$ cat src/rtl/rv_instr_encoder.sv
// rv_instr_encoder
// Packs RV32I instruction fields into a 32-bit word and streams each legal word
// into instruction memory at an auto-incrementing byte address. Out-of-range or
// misaligned immediates and illegal types are rejected with a one-cycle error
// pulse instead of a write. Each load session is opened by start and closes
// once DEPTH words have been committed.

module rv_instr_encoder #(
    parameter int ADDR_W = 32,
    parameter int DEPTH  = 256
) (
    input  logic                         clk,
    input  logic                         rst,
    input  logic                         start,
    input  logic [ADDR_W-1:0]            start_addr,
    input  logic                         in_valid,
    output logic                         in_ready,
    input  logic [2:0]                   in_type,
    input  logic [6:0]                   in_opcode,
    input  logic [2:0]                   in_funct3,
    input  logic [6:0]                   in_funct7,
    input  logic [4:0]                   in_rd,
    input  logic [4:0]                   in_rs1,
    input  logic [4:0]                   in_rs2,
    input  logic [31:0]                  in_imm,
    output logic                         imem_we,
    output logic [ADDR_W-1:0]            imem_addr,
    output logic [31:0]                  imem_wdata,
    input  logic                         imem_ready,
    output logic                         err_valid,
    output logic [1:0]                   err_code,
    output logic [$clog2(DEPTH+1)-1:0]   word_count,
    output logic                         done
);

    localparam int CNT_W = $clog2(DEPTH+1);

    // Instruction format selectors carried on in_type
    localparam logic [2:0] T_R = 3'd0;
    localparam logic [2:0] T_I = 3'd1;
    localparam logic [2:0] T_S = 3'd2;
    localparam logic [2:0] T_B = 3'd3;
    localparam logic [2:0] T_U = 3'd4;
    localparam logic [2:0] T_J = 3'd5;

    // Rejection reasons reported on err_code
    localparam logic [1:0] ERR_NONE  = 2'd0;
    localparam logic [1:0] ERR_RANGE = 2'd1;
    localparam logic [1:0] ERR_ALIGN = 2'd2;
    localparam logic [1:0] ERR_TYPE  = 2'd3;

    typedef enum logic [1:0] {
        S_IDLE = 2'd0,
        S_RUN  = 2'd1,
        S_DONE = 2'd2
    } state_t;

    typedef struct packed {
        logic [1:0]  code;
        logic [31:0] word;
    } enc_t;

    // Encode one field bundle. The word is built even when the bundle is
    // rejected; the caller discards it whenever code is non-zero. Alignment is
    // checked after range so that a misaligned immediate reports ERR_ALIGN even
    // when it is also out of range.
    function automatic enc_t encode(
        input logic [2:0]  ty,
        input logic [6:0]  op,
        input logic [2:0]  f3,
        input logic [6:0]  f7,
        input logic [4:0]  rd,
        input logic [4:0]  rs1,
        input logic [4:0]  rs2,
        input logic [31:0] imm
    );
        enc_t r;
        logic fits12;
        logic fits13;
        logic fits21;
        r.code = ERR_NONE;
        r.word = 32'd0;
        // A value fits an N-bit signed field when every bit above N-2 equals bit N-1
        fits12 = (imm[31:11] == {21{imm[11]}});
        fits13 = (imm[31:12] == {20{imm[12]}});
        fits21 = (imm[31:20] == {12{imm[20]}});
        case (ty)
            T_R: begin
                r.word = {f7, rs2, rs1, f3, rd, op};
            end
            T_I: begin
                if (!fits12) r.code = ERR_RANGE;
                r.word = {imm[11:0], rs1, f3, rd, op};
            end
            T_S: begin
                if (!fits12) r.code = ERR_RANGE;
                r.word = {imm[11:5], rs2, rs1, f3, imm[4:0], op};
            end
            T_B: begin
                if (!fits13) r.code = ERR_RANGE;
                if (imm[0])  r.code = ERR_ALIGN;
                r.word = {imm[12], imm[10:5], rs2, rs1, f3, imm[4:1], imm[11], op};
            end
            T_U: begin
                if (imm[11:0] != 12'd0) r.code = ERR_ALIGN;
                r.word = {imm[31:12], rd, op};
            end
            T_J: begin
                if (!fits21) r.code = ERR_RANGE;
                if (imm[0])  r.code = ERR_ALIGN;
                r.word = {imm[20], imm[10:1], imm[11], imm[19:12], rd, op};
            end
            default: begin
                r.code = ERR_TYPE;
            end
        endcase
        return r;
    endfunction

    state_t              r_state;
    logic                r_we;
    logic [ADDR_W-1:0]   r_addr;
    logic [31:0]         r_wdata;
    logic                r_err_valid;
    logic [1:0]          r_err_code;
    logic [CNT_W-1:0]    r_count;
    logic                r_done;

    logic                w_commit;
    logic                w_accept;
    logic                w_full;
    logic [CNT_W:0]      w_pending_total;
    logic [CNT_W-1:0]    w_count_next;
    logic [ADDR_W-1:0]   w_start_base;
    enc_t                w_enc;
    logic                w_unused_addr_lsb;

    // Byte address bits [1:0] of start_addr are forced to zero
    assign w_start_base      = {start_addr[ADDR_W-1:2], 2'b00};
    assign w_unused_addr_lsb = ^start_addr[1:0];

    // Committed words plus the one still waiting for memory; once this reaches
    // DEPTH no further bundle may be taken, since it could never be written.
    assign w_pending_total = {1'b0, r_count} + {{CNT_W{1'b0}}, r_we};
    assign w_full          = (w_pending_total == (CNT_W+1)'(DEPTH));
    assign w_count_next    = r_count + CNT_W'(1);

    assign w_commit = r_we && imem_ready;
    assign in_ready = (r_state == S_RUN) && (!r_we || imem_ready) && !w_full;
    assign w_accept = in_valid && in_ready;

    assign w_enc = encode(in_type, in_opcode, in_funct3, in_funct7,
                          in_rd, in_rs1, in_rs2, in_imm);

    // Session FSM: write hold/commit, address and count tracking, error pulse.
    // r_addr always names the pending write, or the next write when none is
    // pending, so a commit and a new accept in one cycle place the new word at
    // the incremented address without extra bookkeeping.
    always_ff @(posedge clk) begin
        if (rst) begin
            r_state     <= S_IDLE;
            r_we        <= 1'b0;
            r_addr      <= '0;
            r_wdata     <= 32'd0;
            r_err_valid <= 1'b0;
            r_err_code  <= ERR_NONE;
            r_count     <= '0;
            r_done      <= 1'b0;
        end else if (start) begin
            // A new session discards any write still waiting on memory
            r_state     <= S_RUN;
            r_we        <= 1'b0;
            r_addr      <= w_start_base;
            r_err_valid <= 1'b0;
            r_err_code  <= ERR_NONE;
            r_count     <= '0;
            r_done      <= 1'b0;
        end else begin
            r_err_valid <= 1'b0;
            r_err_code  <= ERR_NONE;
            if (w_commit) begin
                r_we    <= 1'b0;
                r_addr  <= r_addr + ADDR_W'(4);
                r_count <= w_count_next;
                if (w_count_next == CNT_W'(DEPTH)) begin
                    r_state <= S_DONE;
                    r_done  <= 1'b1;
                end
            end
            if (w_accept) begin
                if (w_enc.code != ERR_NONE) begin
                    r_err_valid <= 1'b1;
                    r_err_code  <= w_enc.code;
                end else begin
                    r_we    <= 1'b1;
                    r_wdata <= w_enc.word;
                end
            end
        end
    end

    assign imem_we    = r_we;
    assign imem_addr  = r_addr;
    assign imem_wdata = r_wdata;
    assign err_valid  = r_err_valid;
    assign err_code   = r_err_code;
    assign word_count = r_count;
    assign done       = r_done;

endmodule

$ cat config.mk
export PLATFORM = sky130hd
export DESIGN_NAME = rv_instr_encoder
export DESIGN_NICKNAME = d
export VERILOG_FILES = /design/src/rtl/rv_instr_encoder.sv
export SDC_FILE = /design/constraint.sdc
export NUM_CORES = 1
export LEC_CHECK = 0
export BUFFER_PORTS_ARGS = -buffer_cell sky130_fd_sc_hd__clkbuf_2
export CAP_MARGIN = 40
export CORE_ASPECT_RATIO = 1.75
export CORE_UTILIZATION = 50
export DETAILED_ROUTE_END_ITERATION = 8
export PLACE_DENSITY_LB_ADDON = 0.05
export SYNTH_ARGS = -nofsm -noshare
export SYNTH_HDL_FRONTEND = slang
export SYNTH_SLANG_ARGS = --single-unit
$ cat constraint.sdc
create_clock -name clk -period 3 [get_ports clk]
set_input_delay 0.45 -clock clk [delete_from_list [all_inputs] [get_ports clk]]
set_output_delay 0.45 -clock clk [all_outputs]
set_load 0.01 [all_outputs]
==> impl_results.md <==
* Most used DFF post-synth: dfxtp_1
* Final setup fails at 0
* Hold/Removal Path Class: in2reg
* Mapped Cells at approximately 600
* Max Clk Rate at between 0.3 and 0.4 GHz
* Worst r2r path cells at 10
* Clock latency on the worst-skew pair at around 330 ps
* Pwr dens at about 430 mW/mm^2
* CTS tree: yes
* Share of cells above drive strength 1 at about a third
* Bufs on Longest Clock Path at 2
* Status: finished clean
* Number of DRC markers in iteration 0 at 310
* Max-cap violation count at 0
* Drt total wl at 13610 um
* TNS Setup at 0 ps
* Sequential-to-total area share from yosys stat at ~32%
* Vias in the first global route at ~4700
* Worst path cell trace: ha_1 > ha_2 > nand3_1 > or4_1 > a211oi_2 > a31oi_2 > clkbuf_2
* Congestion Overflow GR at 0
* Critical Path Sink Type: primary output
* Drt pass-1 iters at 5
* Residual DRC count at 0
* Synth area leaders: dfxtp_1 (32%), mux2_4 (6.9%), nor2b_1 (6.1%)
* Synth Register Bits at 77
* Final period util at 93.88%
* ANT cells at 0
* Buffers & Inverters on Critical Path at 1
* Syn Area/Cell at approximately 8.1 um^2
* Post-synthesis cell type count at 58
* Post-synth ARST share at 0%
* Cts hold-fix bufs at 0
* Die H at 131.6 um
* Setup crit start kind: flop
* Largest net degree at the start of global routing at 32
* Clk pin slew, worst setup/hold paths at around 60 ps
* Detailed Place HPWL at slightly above 10000 um
* Cell taking the most area after synthesis: dfxtp_1
* Die W at 76.04 um
* Min cycle time layout at 2816 ps
* Vias per cell at approximately 5.5
* Starting Density at ~51%
* Core footprint at about 0.0094 mm^2
* Hold slack at 337.6 ps
* Largest delay share family, worst path: simple AND/OR/NAND/NOR gates
* # IOs at 183
* Worst-path maximum fanout at 6
* Gr usage total at 27.27%
* Antenna violations before repair at 0
* Synth Cell Area at between 0.004 and 0.005 mm^2
* Number of flops mapped to enable cells by yosys at 0
* RSZ-0062 raised after global routing: no
* Num rows at 47
* Root buffer cell: clkbuf_16
* Peak VDD IR at a little over 0.0003 V
* Place WS at approximately 180 ps
* Worst setup path endpoint: in_ready
* Worst EP required at between 2000 and 3000 ps
* Die area at around 0.01 mm^2
* Synth top area share at roughly a third
* CTS Buf Count at 9
* Post-CTS sizing at 0
* Gpl congestion at 0.9241
* Slowest CP cell: or4_1
* Crit path depth at 7
* Synth-to-Final Area Change at 27.71%
* Via Count at 4814
* Area after DPL at between 0.005 and 0.006 mm^2
* Worst path max stage delay at about 450 ps
* Layout Nets at 861
* Worst-Margin Slew at roughly 560 ps
* Clock Skew at around 7.5 ps
* Yosys warnings at 0
* ANT nets after route at 0
* Kind of critical path: reg2out
* Final Hold Viols at 0
* Post-route worst setup slack at 183.5 ps
* First-pass GRT wire length at between 20000 and 25000 um
* Reg2reg end: imem_wdata[5]$_SDFFE_PP0P_
* H-tree depth at 3
* Slew headroom at 62.62%
* Number of port buffers at around 180
* Clock Sinks at 77
* Wire length per cell at between 15 and 20 um
* Post-route cell area at slightly above 0.006 mm^2
* Postcts setup bufs at 0
* R2r setup slk at 310 ps
* Leak pwr at about 2.8 nW
* Pins Over Slew Limit at 0
* Worst setup path startpoint: imem_we$_SDFF_PP0_
* R2R Path Start: imem_we$_SDFF_PP0_
* Crit path DAT at between 2000 and 2500 ps
-- flip-flops by register name, summed over array words and instances (netlist names) --
| name | cells |
|---|---|
| imem_wdata | 32 |
| imem_addr | 30 |
| word_count | 9 |
| err_code | 2 |
| done | 1 |
| err_valid | 1 |
| imem_we | 1 |
| r_state | 1 |
-- stage by stage --
| stage | power, W | std cells | utilization [%] |
|---|---|---|---|
| 5_1_grt | 0.002730 | 879 | 65.09 |
| 4_1_cts | 0.002647 | 879 | 64.93 |
| 6_report | 0.002625 | 879 | 65.09 |
| 3_5_place_dp | 0.001467 | 863 | 61.48 |
| 2_1_floorplan | 0.001309 | 591 | - |
| 3_3_place_gp | 0.001459 | 862 | 61.40 |
-- layout by cell type (no fill, tap or decap), types with 6 or more instances in the layout --
cell	synthesis	routed
clkbuf_16	0	9
buf_4	2	13
nor2_1	77	77
xnor2_1	23	23
inv_1	7	7
nand4_1	15	15
a21oi_1	47	47
a211oi_1	9	8
and3_1	13	13
o21ai_0	12	12
nor2b_1	47	47
nand2b_1	10	10
xor2_1	12	12
mux2i_1	24	24
mux2_4	22	22
nand2_1	49	49
clkbuf_2	0	178
nand3_1	17	17
or4_1	6	6
nor3_1	13	13
dfxtp_1	77	76
-- layout make-up --
class,instances,area [um^2]
Fill cell,875,3284
Multi-Input combinational cell,463,3045
Sequential cell,77,1543
Timing Repair Buffer,193,1028
Clock buffer,11,242.7
Tap cell,122,152.6
Clock inverter,5,82.58
Inverter,8,30.03
-- worst min-delay path by stage --
stage	startpoint	end	slack, ps	cells after the start
3_5_place_dp	imem_wdata[6]$_SDFFE_PP0P_	imem_wdata[6]$_SDFFE_PP0P_	470	2
5_1_grt	in_opcode[1]	imem_wdata[1]$_SDFFE_PP0P_	330	3
3_3_place_gp	imem_wdata[6]$_SDFFE_PP0P_	imem_wdata[6]$_SDFFE_PP0P_	460	2
6_report	in_opcode[6]	imem_wdata[6]$_SDFFE_PP0P_	340	3
4_1_cts	in_opcode[1]	imem_wdata[1]$_SDFFE_PP0P_	330	3
2_1_floorplan	r_state[0]$_SDFFE_PP0P_	r_state[0]$_SDFFE_PP0P_	440	2
-- kinds of logic (layout without fill, tap and decap cells) --
group                      Yosys count  count (layout)  share of synthesized area, %
and+or+nand+nor                    272             272                         29.12
adders and majority gates            5               5                         1.304
xor gates and xnor gates            35              35                         6.392
AOI/OAI and AO/OA                  101             101                         13.88
other                                1               2                       0.07819
DFF                                 77              77                         32.14
buffers and inverters               51             217                         4.722
muxes                               48              48                         12.37
-- where the power goes --
group / internal, W / switching (W) / total, W
clock: 0.000754 / 0.000424 / 0.00118
combinational: 0.000166 / 0.000197 / 0.000364
sequential: 0.00105 / 0.0000291 / 0.00108
-- Yosys cell counts (2+ instances only) --
library cell,number
nor4_1,5
buf_1,4
or2_2,2
nand3b_1,2
xnor2_1,23
o21ai_0,12
mux2_4,22
nand3_1,17
and3_1,13
and4_1,3
nand4_1,15
and2_1,4
a221oi_1,4
nand2b_1,10
buf_4,2
a31oi_1,3
o21a_1,4
nor2_1,77
a21oi_1,47
or4_1,6
dfxtp_1,77
buf_6,3
mux2_2,2
a211oi_1,9
ha_1,5
clkbuf_1,30
nor2b_1,47
xor2_1,12
nand2_1,49
nor3_1,13
a2bb2oi_1,5
inv_1,7
a32oi_1,2
mux2i_1,24
buf_2,4
a22o_1,2
or3_1,3
-- per-layer routing --
layer / GRT usage (%) / up-vias / part of all wire (%)
li1: - / 2385 / -
met1: 27.59 / 2221 / 37
met2: 52.32 / 173 / 54
met3: 5.208 / 35 / 4.6
met4: 12.93 / 0 / 3.6
met5: 0 / - / 0
-- worst reg2reg max path: cells and delay by family (launching register included) --
family / cells / cell delay (ps)
AND/OR/NAND/NOR: 3 / 740
adder cells (fa/ha/maj): 2 / 490
AO/OA/AOI/OAI: 2 / 440
buffers and inverters: 2 / 380
flip-flops: 1 / 370
multiplexers: 1 / 200
No activity file was read; power rests on OpenSTA's default activity.
